===== src/rtl/alu_decode_stage.sv =====
// ALU control decoder with ID/EX pipeline register, stall/flush handling and an
// optional illegal-op trap/counter enabled by defining ALU_ILLEGAL_TRAP_EN.
module alu_decode_stage #(
  parameter int CNT_W = 8
) (
  input  logic             clk,
  input  logic             rst,
  input  logic             id_valid,
  input  logic [1:0]       ALUOp,
  input  logic [2:0]       funct3,
  input  logic             funct7b5,
  input  logic             op5,
  input  logic             stall,
  input  logic             flush,
  output logic             ex_valid,
  output logic [2:0]       ALUControl,
  output logic             illegal,
  output logic [CNT_W-1:0] illegal_cnt
);

  localparam logic [2:0] ALU_ADD = 3'b000;
  localparam logic [2:0] ALU_SUB = 3'b001;
  localparam logic [2:0] ALU_AND = 3'b010;
  localparam logic [2:0] ALU_OR  = 3'b011;
  localparam logic [2:0] ALU_XOR = 3'b100;
  localparam logic [2:0] ALU_SLT = 3'b101;

  logic [2:0] dec_ctrl;
  logic       load;

  assign load = !flush && !stall;

  // Unsupported encodings fall through to ADD so the EX stage always sees a defined op.
  always_comb begin
    dec_ctrl = ALU_ADD;
    case (ALUOp)
      2'b00: dec_ctrl = ALU_ADD;
      2'b01: dec_ctrl = ALU_SUB;
      2'b10: begin
        case (funct3)
          3'b000:  dec_ctrl = (op5 && funct7b5) ? ALU_SUB : ALU_ADD;
          3'b010:  dec_ctrl = ALU_SLT;
          3'b100:  dec_ctrl = ALU_XOR;
          3'b110:  dec_ctrl = ALU_OR;
          3'b111:  dec_ctrl = ALU_AND;
          default: dec_ctrl = ALU_ADD;
        endcase
      end
      default: dec_ctrl = ALU_ADD;
    endcase
  end

  always_ff @(posedge clk) begin
    if (rst) begin
      ex_valid   <= 1'b0;
      ALUControl <= ALU_ADD;
    end else if (flush) begin
      ex_valid   <= 1'b0;
      ALUControl <= ALU_ADD;
    end else if (!stall) begin
      ex_valid   <= id_valid;
      ALUControl <= id_valid ? dec_ctrl : ALU_ADD;
    end
  end

`ifdef ALU_ILLEGAL_TRAP_EN
  logic             dec_illegal;
  logic             ill_q;
  logic [CNT_W-1:0] cnt_q;

  always_comb begin
    dec_illegal = 1'b0;
    if (ALUOp == 2'b11)
      dec_illegal = 1'b1;
    else if (ALUOp == 2'b10 && (funct3 == 3'b001 || funct3 == 3'b011 || funct3 == 3'b101))
      dec_illegal = 1'b1;
  end

  // Counting only on a real load keeps a stalled illegal op from being counted twice.
  always_ff @(posedge clk) begin
    if (rst) begin
      ill_q <= 1'b0;
      cnt_q <= '0;
    end else if (flush) begin
      ill_q <= 1'b0;
    end else if (load) begin
      ill_q <= id_valid && dec_illegal;
      if (id_valid && dec_illegal && (cnt_q != {CNT_W{1'b1}}))
        cnt_q <= cnt_q + CNT_W'(1);
    end
  end

  assign illegal     = ill_q;
  assign illegal_cnt = cnt_q;
`else
  assign illegal     = 1'b0;
  assign illegal_cnt = '0;
`endif

endmodule


===== config.mk =====
export PLATFORM = sky130hd
export DESIGN_NAME = alu_decode_stage
export DESIGN_NICKNAME = d
export VERILOG_FILES = /design/src/rtl/alu_decode_stage.sv
export SDC_FILE = /design/constraint.sdc
export NUM_CORES = 1
export LEC_CHECK = 0
export ABC_AREA = 1
export ABC_CLOCK_PERIOD_IN_PS = 1000
export CAP_MARGIN = 20
export CORE_AREA = 2 2 39 41
export CTS_CLUSTER_DIAMETER = 80
export DETAILED_ROUTE_END_ITERATION = 16
export DIE_AREA = 0 0 41 43
export PLACE_DENSITY = 0.64
export REMOVE_ABC_BUFFERS = 1
export SETUP_SLACK_MARGIN = 0.2
export SYNTH_ARGS = -nofsm -noshare
export SYNTH_HDL_FRONTEND = slang
export SYNTH_SLANG_ARGS = --single-unit

===== constraint.sdc =====
create_clock -name clk -period 1 [get_ports clk]
set_input_delay 0.1 -clock clk [delete_from_list [all_inputs] [get_ports clk]]
set_output_delay 0.1 -clock clk [all_outputs]
set_load 0.005 [all_outputs]

# [After elaboration in Yosys (flattened, before gate mapping)]
# Index checks and enable logic that the tools add are counted.
[classes] n_eq_ne=6 mux=4 reduce_logical=3
[op_table] op="3-bit case mux with 5 select lines" n=1
[op_table] op="3-bit equality test, second input constant" n=3
[op_table] op="3-bit case mux with 2 select lines" n=1
[op_table] op="3-bit by 2-bit equality test with 1-bit output, second input constant" n=1
[op_table] op="3-bit zero test" n=1
[op_table] op="3-bit 2-to-1 mux" n=1
[op_table] op="2-bit by 1-bit equality test with 1-bit output, second input constant" n=1
[op_table] op="2-bit equality test, second input constant" n=1
[op_table] op="2-bit OR reduction" n=1
[op_table] op="1-bit logical AND" n=1
[op_table] op="1-bit 2-to-1 mux" n=1
[totals] regBits=4 input_bits=12 elab_cells=15

# [Depth between registers and ports, before layout]
# Gate-level depths: netlist of the first run.
[depth] ltp_word=5 ltp_mapped=8

# [Worst setup path before layout of the first run]
# No wires, ideal clock.
[synth_timing] kind="input-to-reg" from="in ALUOp[0]" to="reg ALUControl[2]" setup_time_ns=0.066 t_arrival_ns=0.726 required_time_ns=0.934 slack_ns=0.207 path_stages=5 n_path_buf=0 cell_sequence="inv_1 -> ha_1 -> nor2_4 -> nand4_2 -> a21oi_2"
[synth_via] elab_chain_cells=3 word_cells_on_any_way=4 classes_between="eq/ne: 2; mux: 2"
[synth_rtl] item="start, declared" line_no="9" source="input logic [1:0] ALUOp,"
[synth_rtl] item="2-bit equality test or 2-bit by 1-bit equality test with 1-bit output (tied branches)" line_no="36" source="case (ALUOp)"
[synth_rtl] item="3-bit case mux with 2 select lines (*)" line_no="36"
[synth_rtl] item="3-bit 2-to-1 mux (*)" line_no="62" source="ALUControl <= id_valid ? dec_ctrl : ALU_ADD;"
[synth_rtl] item="end signal, assigned" line_no="62"
[synth_rtl] item="end, declared" line_no="16" source="output logic [2:0] ALUControl,"
# Mark *: on every way between the ends. The rest lies on a longest branch, timed or not.
# A chain may end at the register's enable or synchronous reset.

# [Final worst setup path of the first run]
[layout_timing] from="reg ALUControl[1]" to="out ALUControl[1]"
# No word-level cell between the ends.

==> results of run 1 <==
==> power by group <==
part           switching, mW  leakage (nW)  internal, mW
Combinational         0.0499         0.249        0.0550
Clock                 0.0555        0.0138         0.134
Sequential          0.000760        0.0343         0.163
==> logic make-up (layout without fill, tap and decap cells) <==
group / after synthesis / after routing / share of synthesized area
compound gates: 4 / 4 / 0.0722
fa+ha+maj: 2 / 2 / 0.0760
buf+inv: 16 / 28 / 0.285
flops: 4 / 4 / 0.243
other cells: 1 / 9 / 0.0114
simple gates: 18 / 18 / 0.312
==> path summary, 6_finish.rpt <==
path,start,endpoint,slack (ns),cells after the start
worst max-delay path,ALUControl[1],ALUControl[1],0.25,1
worst min-delay path,stall,ex_valid,0.21,4
worst max register to register,ALUControl[1],ALUControl[1],0.34,3
worst min register to register,ALUControl[0],ALUControl[0],0.45,2
==> cell type report <==
type,count,area (um^2)
fillers,160,876
multi-input cells,33,198
repair buffers,18,156
flip-flops and latches,4,85.1
inverters,7,26.3
clock buffers,3,22.5
well taps,16,20.0
==> repair_timing <==
action / CTS / global route
pin swaps: 0 / 6
setup buffers: 1 / 0
gates resized for setup: 24 / 11
hold buffers: 0 / 0
setup endpoints to repair: 7 / 4
==> registers in the layout, indices dropped and copies added (netlist names) <==
name	count
ex_valid	1
ALUControl	3
==> layer usage <==
layer  global-route usage  vias up
li1                     -      158
met4                0.100        0
met3                    0        0
met2                0.122       15
met5                    0        -
met1               0.0703      128
==> through the flow <==
stage	power, mW	area [um^2]	util
after floorplan	0.211	292	-
after global placement	0.274	477	0.344
after detailed placement	0.274	477	0.344
after CTS	0.471	507	0.366
after global routing	0.482	508	0.367
final	0.457	508	0.367
==> placed cells by master (no fill, tap or decap), types with 3 or more instances in the layout <==
cell,instances
nand2_1,11
conb_1,9
dlymetal6s2s_1,6
dfxtp_2,4
inv_2,4
buf_2,4
inv_1,3
a21oi_1,3
clkbuf_4,3
buf_4,3
==> impl_metrics.env, run 1 <==
export IMPL_cts_made_buffers=3
export IMPL_route_detailed_drc=0
export IMPL_drt_first_pass_iters=2
export IMPL_synth_top_flop_cell="dfxtp_1"
export IMPL_m1WireLength_um=205
export IMPL_critical_path_top_delay_family="flip-flops"
export IMPL_die_area_um2=1760
export IMPL_p_leak_nw=0.297
export IMPL_crit_type="flop to output port"
export IMPL_cts_htree_levels=1
export IMPL_wl_met2_um=329
export IMPL_ys_types=15
export IMPL_cp_max_fo=2
export IMPL_first_global_vias=276
export IMPL_antenna_found_initial=0
export IMPL_gr_usage_all_layers=0.0762
export IMPL_setup_violations=0
export IMPL_synth_seq_cells=4
export IMPL_setup_ws_ns=0.250
export IMPL_path_cells="buf_2"
export IMPL_vias=301
export IMPL_vdd_drop_max_mv=0.251
export IMPL_end_kind="output port"
export IMPL_hold_viol_final=0
export IMPL_grt_overflow=0
export IMPL_highest_layer="met3"
export IMPL_vias_per_cell=3.72
export IMPL_synth_area_leaders="dfxtp_1 24%, buf_4 21%, nand2_1 13%"
export IMPL_synth_warning_count=0
export IMPL_yosysTopAreaCellShare=0.243
export IMPL_drtIter0Drc=6
export IMPL_synth_edf_count=0
export IMPL_min_path_type="primary input to flop"
export IMPL_die_h_um=43
export IMPL_grt_start_max_net_pins=5
export IMPL_detail_route_antenna_nets=0
export IMPL_max_freq_mhz=1330
export IMPL_dp_cells=77
export IMPL_synthArstFlopShare=0
export IMPL_fin_nets=81
export IMPL_clk_pin_slew_ns=0.03
export IMPL_cts_tree="yes"
export IMPL_die_w_um=41
export IMPL_rows=14
export IMPL_pre_cts_slack_ns=-0.319
export IMPL_stdcell_count=81
export IMPL_syn2layout_area_growth_pct=54.4
export IMPL_core_um2=1380
export IMPL_drive_gt1_frac=0.400
export IMPL_crit_buf_inv=1
export IMPL_wl_per_cell_um=7.44
export IMPL_detailedPlacementHpwl_um=471
export IMPL_clockBufferDepth=2
export IMPL_status="completed"
export IMPL_cts_sinks=4
export IMPL_maxSlewViolCount=0
export IMPL_syn_area_per_cell_um2=7.31
export IMPL_synth_top_cell_by_area="dfxtp_1"
export IMPL_maxCapViolCount=0
export IMPL_critPathRequiredTime_ns=0.90
export IMPL_fin_crit_sh=0.750
export IMPL_fin_setup_tns_ns=0
export IMPL_root_buffer="clkbuf_4"
export IMPL_finalCriticalPeriod_ns=0.750
export IMPL_wl_met3_um=68
export IMPL_rsz0062_at_grt="false"
export IMPL_synth_commonest_cells="11 x nand2_1, 9 x buf_4, 4 x dfxtp_1, 4 x inv_1"
export IMPL_synth_most_common_cell="nand2_1"
export IMPL_arrival_ns=0.65
export IMPL_grt_pass1_wl_um=869
export IMPL_slowest_delay_ns=0.31
export IMPL_ys_seq_area_frac=0.243
export IMPL_syn_area_um2=329
export IMPL_clock_latency_ns=0.23
export IMPL_io_buffers=15
export IMPL_cp_slowest_cell="dfxtp_2"
export IMPL_synthCells=45
export IMPL_clock_skew_final_ns=0
export IMPL_start_kind="flop"
export IMPL_antenna_cells=0
export IMPL_cellPowerDensity_nw_per_um2=901
export IMPL_wl_um=603
export IMPL_globalplace_congestion=0.677
export IMPL_ios=25
export IMPL_initial_core_util=0.238
export IMPL_whs_ns=0.210
(Power assumes the default switching activity.)
==> inputs of run 2 (changes only) <==
ABC_CLOCK_PERIOD_IN_PS = 800   (was 1000)
clock period = 0.8 ns   (was 1 ns; I/O delays follow)
==> run 2 against run 1 <==
  * Clock power is 29% higher
  * Clock skew stayed put
  * Sequential cell count stayed put
  * Critical path depth stayed put
  * Register-to-register slack worse by 0.12 ns
  * Combinational power is 26% higher
  * Worst hold slack better by 0.0012 ns
  * Critical path type unchanged
  * Critical endpoint unchanged
==> impl_metrics.env, run 2 (synthesis results as in run 1) <==
export IMPL_max_freq_mhz=1360
export IMPL_cellPowerDensity_nw_per_um2=1150
export IMPL_maxCapViolCount=0
export IMPL_cts_made_buffers=3
export IMPL_drt_first_pass_iters=1
export IMPL_antenna_cells=0
export IMPL_root_buffer="clkbuf_4"
export IMPL_hold_viol_final=0
export IMPL_grt_overflow=0
export IMPL_stdcell_area_um2=505
export IMPL_vdd_drop_max_mv=0.275
export IMPL_grt_pass1_wl_um=979
export IMPL_wl_um=594
export IMPL_top_register="ALUControl"
export IMPL_layout_common_cells="10 x nand2_1, 9 x conb_1, 7 x dlygate4sd2_1"
export IMPL_top_regs="ALUControl: 3 flops, ex_valid: 1 flops"
export IMPL_finalCriticalPeriod_ns=0.737
export IMPL_io_buffers=15
export IMPL_crit_buf_inv=1
export IMPL_clock_latency_ns=0.23
export IMPL_status="completed"
export IMPL_cp_slowest_cell="dfxtp_2"
export IMPL_postCtsSetupRepairBufs=0
export IMPL_ios=25
export IMPL_globalplace_congestion=0.671
export IMPL_wl_per_cell_um=7.43
export IMPL_detailedPlacementHpwl_um=481
export IMPL_whs_ns=0.211
export IMPL_p_leak_nw=0.251
export IMPL_placed_area_um2=477
export IMPL_route_detailed_drc=0
export IMPL_final_common_cell="nand2_1"
export IMPL_critPathRequiredTime_ns=0.72
export IMPL_dp_cells=77
export IMPL_end_kind="output port"
export IMPL_clock_skew_final_ns=0
export IMPL_drtIter0Drc=0
export IMPL_setup_violations=0
export IMPL_antenna_found_initial=0
export IMPL_detail_route_antenna_nets=0
export IMPL_first_global_vias=291
export IMPL_cts_sinks=4
export IMPL_die_w_um=41
export IMPL_fin_setup_tns_ns=0
export IMPL_cts_htree_levels=1
export IMPL_syn2layout_area_growth_pct=53.6
export IMPL_cp_max_fo=2
export IMPL_die_area_um2=1760
export IMPL_fin_crit_sh=0.921
export IMPL_grt_start_max_net_pins=5
export IMPL_arrival_ns=0.66
export IMPL_final_core_util=0.365
export IMPL_initial_core_util=0.238
export IMPL_critical_path_top_delay_family="flip-flops"
export IMPL_path_cells="buf_6"
export IMPL_largest_reg_flops=3
export IMPL_min_path_type="primary input to flop"
export IMPL_die_h_um=43
export IMPL_core_um2=1380
export IMPL_slowest_delay_ns=0.32
export IMPL_vias_per_cell=3.78
export IMPL_clockBufferDepth=2
export IMPL_drive_gt1_frac=0.469
export IMPL_rows=14
export IMPL_stdcell_count=80
export IMPL_crit_type="flop to output port"
export IMPL_rsz0062_at_grt="true"
export IMPL_fin_nets=80
export IMPL_reg2reg_setup_slack_ns=0.22
export IMPL_start_kind="flop"
export IMPL_hold_buffers=0
export IMPL_maxSlewViolCount=0
export IMPL_vias=302
export IMPL_gr_usage_all_layers=0.0863
export IMPL_cts_tree="yes"
export IMPL_clk_pin_slew_ns=0.04
run 2: cell count changes in the layout (fill, tap and decap cells not counted), sizes merged:
cell           delta
clkdlybuf4s15     +1
dlygate4sd2       +6
buf               +1
clkdlybuf4s50     -2
clkbuf            -1
dlymetal6s2s      -6
run 2: stage by stage:
stage / setup WS (ns) / power (mW)
2_1_floorplan: 0.0273 / 0.264
3_3_place_gp: -0.505 / 0.342
3_5_place_dp: -0.514 / 0.344
4_1_cts: 0.0562 / 0.588
5_1_grt: 0.0375 / 0.620
6_report: 0.0634 / 0.580
run 2: area by class of cell:
class	instances	area (um^2)
inverters	7	28.8
multi-input cells	33	209
fillers	175	878
clock buffers	3	22.5
well taps	16	20.0
flip-flops and latches	4	85.1
repair buffers	17	140
run 2: worst paths after layout:
path                                    start  cells after the start             to
worst min register to register       ex_valid                      2       ex_valid
worst min-delay path                funct3[2]                      4  ALUControl[2]
worst max register to register  ALUControl[2]                      2  ALUControl[2]
worst max-delay path            ALUControl[1]                      1  ALUControl[1]
run 2: routing by layer:
| layer | wire (um) | GRT usage |
|---|---|---|
| met2 | 324 | 0.131 |
| met5 | 0 | 0 |
| met4 | 0 | 0.120 |
| met3 | 58 | 0 |
| met1 | 210 | 0.0833 |
run 2: repair_timing:
action | 4_1_cts | 5_1_grt
endpoints found under the setup margin | 8 | 8
cloned | 0 | 0
pin swaps | 11 | 6
gates resized for setup | 44 | 6
run 2: power breakdown:
part,internal (mW),switching (mW),total (mW)
logic,0.0661,0.0656,0.132
clock network,0.167,0.0763,0.244
registers,0.203,0.00122,0.205
total,0.437,0.143,0.580
